**src/rtl/instr_fetch_buffer_if.sv**
```systemverilog
// Bundles the PC-side, memory-side and decode-side signals of the instruction
// fetch buffer. The slave modport is the buffer; the master modport is its environment.
interface instr_fetch_buffer_if #(
    parameter int ADDR_W = 8,
    parameter int DATA_W = 32,
    parameter int DEPTH  = 4
);
    localparam int OCC_W = $clog2(DEPTH) + 1;

    logic [ADDR_W-1:0] pc_addr;
    logic              pc_valid;
    logic              pc_ready;
    logic [ADDR_W-1:0] mem_addr;
    logic              mem_rd_en;
    logic [DATA_W-1:0] mem_rdata;
    logic [DATA_W-1:0] instr;
    logic [ADDR_W-1:0] instr_addr;
    logic              instr_valid;
    logic              instr_ready;
    logic              flush;
    logic [OCC_W-1:0]  occupancy;

    modport slave (
        input  pc_addr, pc_valid, mem_rdata, instr_ready, flush,
        output pc_ready, mem_addr, mem_rd_en, instr, instr_addr, instr_valid, occupancy
    );

    modport master (
        output pc_addr, pc_valid, mem_rdata, instr_ready, flush,
        input  pc_ready, mem_addr, mem_rd_en, instr, instr_addr, instr_valid, occupancy
    );
endinterface

```
**src/rtl/instr_fetch_buffer.sv**
```systemverilog
// Credit-based instruction prefetch FIFO: issues reads for accepted PC addresses
// and queues {data, address} pairs one cycle later for the decode stage.
module instr_fetch_buffer #(
    parameter int ADDR_W = 8,
    parameter int DATA_W = 32,
    parameter int DEPTH  = 4
) (
    input  logic clk,
    input  logic reset,
    instr_fetch_buffer_if.slave bus
);
    localparam int PTR_W = $clog2(DEPTH);
    localparam int OCC_W = PTR_W + 1;

    logic [PTR_W-1:0]  r_head;
    logic [PTR_W-1:0]  r_tail;
    logic [OCC_W-1:0]  r_occ;
    logic              r_inflight;
    logic [ADDR_W-1:0] r_inflight_addr;

    logic [DATA_W-1:0] r_data [DEPTH];
    logic [ADDR_W-1:0] r_addr [DEPTH];

    logic w_credit_ok;
    logic w_pc_ready;
    logic w_accept;
    logic w_write;
    logic w_valid;
    logic w_pop;

    // A read in flight already owns a slot, so it counts against the credit.
    assign w_credit_ok = (r_occ + OCC_W'(r_inflight)) < OCC_W'(DEPTH);
    // Gating with reset keeps pc_ready low for the whole time reset is held.
    assign w_pc_ready  = reset & ~bus.flush & w_credit_ok;
    assign w_accept    = bus.pc_valid & w_pc_ready;
    assign w_write     = r_inflight & ~bus.flush;
    assign w_valid     = (r_occ != '0);
    assign w_pop       = w_valid & bus.instr_ready & ~bus.flush;

    assign bus.pc_ready    = w_pc_ready;
    assign bus.mem_addr    = bus.pc_addr;
    assign bus.mem_rd_en   = w_accept;
    assign bus.instr_valid = w_valid;
    assign bus.instr       = r_data[r_head];
    assign bus.instr_addr  = r_addr[r_head];
    assign bus.occupancy   = r_occ;

    always_ff @(posedge clk or negedge reset) begin
        if (!reset) begin
            r_head          <= '0;
            r_tail          <= '0;
            r_occ           <= '0;
            r_inflight      <= 1'b0;
            r_inflight_addr <= '0;
        end else if (bus.flush) begin
            r_head     <= '0;
            r_tail     <= '0;
            r_occ      <= '0;
            r_inflight <= 1'b0;
        end else begin
            if (w_write) begin
                r_tail <= r_tail + PTR_W'(1);
            end
            if (w_pop) begin
                r_head <= r_head + PTR_W'(1);
            end
            r_occ      <= r_occ + OCC_W'(w_write) - OCC_W'(w_pop);
            r_inflight <= w_accept;
            if (w_accept) begin
                r_inflight_addr <= bus.pc_addr;
            end
        end
    end

    // Storage needs no reset; entries are only visible once counted in r_occ.
    always_ff @(posedge clk) begin
        if (w_write) begin
            r_data[r_tail] <= bus.mem_rdata;
            r_addr[r_tail] <= r_inflight_addr;
        end
    end
endmodule
```
**src/flat_wrapper.sv**
```systemverilog
// flat-port wrapper written by rule: the top's interface ports become plain ports
module instr_fetch_buffer_flat 
#(
    parameter int ADDR_W = 8,
    parameter int DATA_W = 32,
    parameter int DEPTH  = 4
)
  (clk, reset, bus_pc_addr, bus_pc_valid, bus_mem_rdata, bus_instr_ready, bus_flush, bus_pc_ready, bus_mem_addr, bus_mem_rd_en, bus_instr, bus_instr_addr, bus_instr_valid, bus_occupancy);
  instr_fetch_buffer_if #(.ADDR_W(ADDR_W), .DATA_W(DATA_W), .DEPTH(DEPTH)) bus_i ();
  input  logic clk;
  input  logic reset;
  input wire logic [$bits(bus_i.pc_addr)-1:0] bus_pc_addr;
  input wire logic [$bits(bus_i.pc_valid)-1:0] bus_pc_valid;
  input wire logic [$bits(bus_i.mem_rdata)-1:0] bus_mem_rdata;
  input wire logic [$bits(bus_i.instr_ready)-1:0] bus_instr_ready;
  input wire logic [$bits(bus_i.flush)-1:0] bus_flush;
  output wire logic [$bits(bus_i.pc_ready)-1:0] bus_pc_ready;
  output wire logic [$bits(bus_i.mem_addr)-1:0] bus_mem_addr;
  output wire logic [$bits(bus_i.mem_rd_en)-1:0] bus_mem_rd_en;
  output wire logic [$bits(bus_i.instr)-1:0] bus_instr;
  output wire logic [$bits(bus_i.instr_addr)-1:0] bus_instr_addr;
  output wire logic [$bits(bus_i.instr_valid)-1:0] bus_instr_valid;
  output wire logic [$bits(bus_i.occupancy)-1:0] bus_occupancy;
  assign bus_i.pc_addr = bus_pc_addr;
  assign bus_i.pc_valid = bus_pc_valid;
  assign bus_i.mem_rdata = bus_mem_rdata;
  assign bus_i.instr_ready = bus_instr_ready;
  assign bus_i.flush = bus_flush;
  assign bus_pc_ready = bus_i.pc_ready;
  assign bus_mem_addr = bus_i.mem_addr;
  assign bus_mem_rd_en = bus_i.mem_rd_en;
  assign bus_instr = bus_i.instr;
  assign bus_instr_addr = bus_i.instr_addr;
  assign bus_instr_valid = bus_i.instr_valid;
  assign bus_occupancy = bus_i.occupancy;
  instr_fetch_buffer #(.ADDR_W(ADDR_W), .DATA_W(DATA_W), .DEPTH(DEPTH)) u_core (.clk(clk), .reset(reset), .bus(bus_i));
endmodule
```
**config.mk**
```make
export PLATFORM = sky130hd
export DESIGN_NAME = instr_fetch_buffer_flat
export DESIGN_NICKNAME = d
export VERILOG_FILES = /design/src/rtl/instr_fetch_buffer_if.sv /design/src/rtl/instr_fetch_buffer.sv /design/src/flat_wrapper.sv
export SDC_FILE = /design/constraint.sdc
export NUM_CORES = 1
export LEC_CHECK = 0
export BUFFER_PORTS_ARGS = -buffer_cell sky130_fd_sc_hd__buf_2
export CAP_MARGIN = 20
export CORE_MARGIN = 2
export CORE_UTILIZATION = 55
export CTS_CLUSTER_SIZE = 14
export DETAILED_ROUTE_END_ITERATION = 7
export GPL_TIMING_DRIVEN = 0
export PLACE_DENSITY = 0.76
export SYNTH_ARGS = -nofsm -noshare
export SYNTH_HDL_FRONTEND = slang
export SYNTH_SLANG_ARGS = --single-unit
```
**constraint.sdc**
```tcl
create_clock -name clk -period 2.59 [get_ports clk]
set_clock_uncertainty 0.05 [all_clocks]
set_input_delay 0.3885 -clock clk [delete_from_list [all_inputs] [get_ports clk]]
set_output_delay 0.3885 -clock clk [all_outputs]
set_load 0.02 [all_outputs]
```
-- Word level (Yosys, flattened, before mapping)
Memories as Yosys holds them, arrays and structs flattened.
Cells that the tools add are included.
- register bits: 16
- RAM bits: 160
- input port bits: 45
- output and inout port bits: 54
- logic and storage cells: 32
- memories kept: 2
- $add $sub $neg: 5
- magnitude comparators: 1
- muxes and demuxes: 8
- bitwise operators: 7
- reductions and logical operators: 4
- memories (name ; words ; bits a word ; read ports ; clocked after Yosys merged registers in ; write ports ; RTL line ; RTL):
    u_core.r_data ; 4 ; 32 ; 1 ; 0 ; 1 ; instr_fetch_buffer.sv:21 ; logic [DATA_W-1:0] r_data [DEPTH];
    u_core.r_addr ; 4 ; 8 ; 1 ; 0 ; 1 ; instr_fetch_buffer.sv:22 ; logic [ADDR_W-1:0] r_addr [DEPTH];
- operators with widths (operator ; number):
    2-bit two-way mux ; 4
    3-bit by 1-bit adder with 3-bit output ; 2
    1-bit bitwise AND ; 6
    2-bit by 1-bit adder with 2-bit output, second input constant ; 2
    2-bit nonzero test ; 2
    3-bit less-than comparator, second input constant ; 1
    1-bit two-way mux ; 3
    3-bit two-way mux ; 1
    3-bit nonzero test ; 1
    3-bit by 1-bit subtractor with 3-bit output ; 1
    2-bit AND reduction ; 1
    1-bit NOT ; 1

-- Depth between registers and ports, before layout
- word-level depth: 5
- depth in mapped cells: 9
- depth with buffers taken out: 9

-- Worst setup path after synthesis
OpenSTA, ideal clock, no wires.
- kind: in2reg
- from: input port bus_flush
- to: memory u_core.r_addr[0][0], enable pin
- arrival time: 1752 ps
- required time: 2139 ps
- setup slack: 387 ps
- stages: 3
- buffers on the path: 1
- cells stage by stage: buf_2 nor2b_1 and2_1
- word-level cells in the longest chain between the ends: 4
- ends and longest elaborated chain (what ; RTL line ; RTL):
    start: declaration ; flat_wrapper.sv:16 ; input wire logic [$bits(bus_i.flush)-1:0] bus_flush;
    1-bit NOT (no source line) ; -- ;
    1-bit bitwise AND ; instr_fetch_buffer.sv:36 ; assign w_write = r_inflight & ~bus.flush;
    1-bit two-way mux ; instr_fetch_buffer.sv:77 ; if (w_write) begin
    1-bit two-way mux (not written as such) ; instr_fetch_buffer.sv:79 ; r_addr[r_tail] <= r_inflight_addr;
    end: declaration ; instr_fetch_buffer.sv:22 ;
No other way between the ends.

-- Worst setup path in the final report
- from: register u_core.r_head[0]
- to: output port bus_instr[30]
- word-level cells in the longest chain between the ends: 1
- ends and longest elaborated chain (what ; RTL line ; RTL):
    start: declaration ; instr_fetch_buffer.sv:15 ; logic [PTR_W-1:0] r_head;
    start signal: assignment ; instr_fetch_buffer.sv:65 ; r_head <= r_head + PTR_W'(1);
    memory 4 x 32 bit ; -- ;
    end: declaration ; flat_wrapper.sv:20 ; output wire logic [$bits(bus_i.instr)-1:0] bus_instr;
No other way between the ends.

==> summary.txt <==
Layout
  • # nets final: 457
  • Post-Layout Cell Count: 565
  • N_diodes: 0
  • Most common library cell in the layout ignoring fill and taps: edfxtp_1
  • Layout cells sized above 1: 0.483
  • Number of fill cells: 789
  • Final core occ: 0.673
  • Most frequent cells in the layout: edfxtp_1 (160), buf_2 (103), mux4_2 (40)
  • Layout area overhead: 20.5%

Floorplanning
  • Die height: 114 um
  • Die width: 114 um
  • CORE AREA: 11900 um2
  • IO Pins: 99
  • Die area: 12900 um2
  • Starting Density: 0.558
  • Row cnt: 40

CTS
  • Reg clk slew, reported paths: 0.06 ns
  • Root Driver: clkbuf_16
  • Max Root-Sink Buffers: 2
  • H-tree Lvls: 4
  • CTS Buf Count: 17
  • Clk sinks: 176
  • Clock Latency Late Sink: 0.41 ns
  • CTS tree: yes

Synth
  • Syn avg cell area: 23.3 um2
  • #FFs+latches synth: 176
  • Cell count after synthesis: 284
  • Yosys warning total: 0
  • Mapped cell area: 6620 um2
  • Post-synthesis cell type count: 26
  • Synth Net Count: 336
  • Seq/Total Area, Yosys: 0.786

Worst setup path
  • Crit-path max FO: 10
  • Startpoint Class: register
  • Crit Path Class: reg -> out
  • CP max stage delay: 0.57 ns
  • FF-to-FF setup slack: 0.35 ns
  • Worst-path cell chain: buf_2, buf_2, mux4_2, buf_2
  • CP dominant cell by count: buf_2
  • FF-to-FF End: u_core.bus.occupancy[2]$_DFF_PN0_
  • Worst R2R Path Depth: 9
  • CP max-delay cell: mux4_2
  • Setup crit end kind: output pin
  • FF-to-FF Start: u_core.bus.occupancy[1]$_DFF_PN0_
  • Critical Path RT: 2.15 ns
  • Crit path DAT: 2.01 ns

Timing
  • Max frequency: 408 MHz
  • Rel. slew slack: 0.484
  • Measured slew at the worst slew-check pin: 0.772 ns
  • RSZ-0062 raised after global routing: false
  • Period minus WS final: 2.45 ns
  • Tcrit/Tclk final: 0.945
  • Hold Vio Cnt, Final: 0
  • Final WS setup: 0.141 ns
  • Setup total negative slack: 0 ns
  • Max-slew violations: 0
  • Final setup viols: 0

Place
  • Hpwl dp: 6960 um
  • Input/output buffers: 97
  • Worst slack, placed: 0.357 ns
  • Placed insts: 532
  • GP Congestion: 0.669

Status
  • Run status: finished clean

Global routing
  • First-pass GRT wire length: 17100 um
  • Largest net degree at the start of global routing: 30
  • Initial antenna violation count: 0
  • Vias in the first global route: 3222
  • Overall global routing resource usage: 0.183
  • Overflow left after global routing: 0

Power and ir drop
  • Power Density: 883 nW/um2
  • Worst VDD drop: 0.451 mV
  • P_leak: 2.82 nW

Routing
  • Met1 WL: 4510 um
  • Routed wire length per instance: 19.5 um
  • 1st-iter DRT viols: 202
  • Antenna-violating nets left: 0
  • Max layer used: met4
  • Final wirelength: 11000 um
  • Metal3 WL: 582 um
  • Vias per inst: 5.50
  • First drt pass iteration count: 6
  • DRC viols: 0
  • DR vias: 3105
  • Metal2 WL: 5730 um

Run
  • Max-cap check violation count: 0

Hold path
  • Hold path start: bus_mem_rdata[20]
  • Worst Hold Path Cells: 1
  • Hold endpoint: u_core.r_data[2][20]$_DFFE_PP_
  • Worst hold-check path type: in -> reg
stage by stage:
step                      power, mW  hold slack, ns  area, um2
after global routing           7.32           0.121       7980
after floorplan                4.26          0.0429       6620
after global placement         4.60           0.287       7290
final                          7.05           0.137       7980
after detailed placement       4.63           0.287       7380
after CTS                      7.11           0.119       7970
layer usage:
layer	global-route usage	up-vias
met1	0.234	1597
met4	0.0691	0
met5	0	-
met3	0.0489	15
li1	-	1403
met2	0.306	90
worst max path at each step:
stage	endpoint	start	cells after the start	slack [ns]
3_3_place_gp	u_core.r_data[0][16]$_DFFE_PP_	bus_flush	3	-0.43
3_5_place_dp	u_core.bus.occupancy[2]$_DFF_PN0_	u_core.bus.occupancy[1]$_DFF_PN0_	9	0.36
5_1_grt	bus_instr[27]	u_core.r_head[0]$_DFFE_PN0P_	4	0.01
4_1_cts	bus_instr[9]	u_core.r_head[1]$_DFFE_PN0P_	4	0.01
2_1_floorplan	u_core.r_addr[0][0]$_DFFE_PP_	bus_flush	3	0.39
6_report	bus_instr[30]	u_core.r_head[0]$_DFFE_PN0P_	4	0.14
cells in the mapped netlist:
| library cell | n | share of area |
|---|---|---|
| edfxtp_1 | 160 | 0.73 |
| inv_1 | 6 | 0.0034 |
| o311ai_0 | 1 | 0.0013 |
| buf_4 | 8 | 0.0091 |
| and2_1 | 4 | 0.0038 |
| a211oi_1 | 1 | 0.0011 |
| ha_1 | 6 | 0.011 |
| mux2i_1 | 1 | 0.0015 |
| nand4_2 | 1 | 0.0019 |
| clkbuf_1 | 1 | 0.00057 |
| xnor2_1 | 2 | 0.0026 |
| mux4_2 | 40 | 0.14 |
| o31ai_1 | 1 | 0.0011 |
| mux2_2 | 8 | 0.014 |
| dfrtp_1 | 16 | 0.060 |
| nor2b_1 | 2 | 0.0019 |
| fa_1 | 1 | 0.0030 |
| a211oi_4 | 1 | 0.0030 |
| a21oi_1 | 1 | 0.00075 |
| nand2b_1 | 1 | 0.00095 |
| nor2_1 | 7 | 0.0040 |
| buf_2 | 6 | 0.0045 |
| buf_1 | 4 | 0.0023 |
| xor2_1 | 3 | 0.0040 |
| or3_2 | 1 | 0.0011 |
| a31o_2 | 1 | 0.0013 |
report_power, final:
part,internal [mW],switching [mW]
Sequential,3.26,0.0982
Clock,1.51,0.987
Combinational,0.562,0.637
kinds of logic after synthesis:
kind of cell               after synthesis  share of synthesized area
and+or+nand+nor                         16                     0.0136
xor gates and xnor gates                 5                    0.00661
muxes                                   49                      0.151
DFF                                    176                      0.786
buffers and inverters                   25                     0.0198
AOI/OAI and AO/OA                        6                    0.00869
adders and majority gates                7                     0.0144
registers in the layout, summed over array words and instances, names as in the netlist:
register	flops
u_core.r_inflight_addr	8
u_core.r_head	2
u_core.bus.occupancy	3
u_core.r_data	128
u_core.r_addr	32
u_core.r_inflight	1
u_core.r_tail	2
critical path: cells and delay by family (launching register included):
| family | cells | cell delay (ns) |
|---|---|---|
| buf+inv | 3 | 0.72 |
| flops | 1 | 0.31 |
| mux | 1 | 0.57 |
what timing repair did:
| action | in CTS | in global routing |
|---|---|---|
| buffers inserted | 0 | 0 |
| hold buffers | 1 | 0 |
| gates resized for setup | 3 | 4 |
| hold endpoints to repair | 16 | 0 |
| pin swaps | 0 | 0 |
| setup endpoints to repair | 19 | 17 |
layout make-up:
cell class	instances	area, um2	area share
sequential	176	5200	0.652
multi-input combinational	83	1290	0.162
timing repair buffer	102	576	0.0721
clock buffer	21	440	0.0552
tap	147	184	0.0230
clock inverter	11	140	0.0176
buffer	19	121	0.0152
inverter	6	22.5	0.00282
No activity file was read; power rests on OpenSTA's default activity.
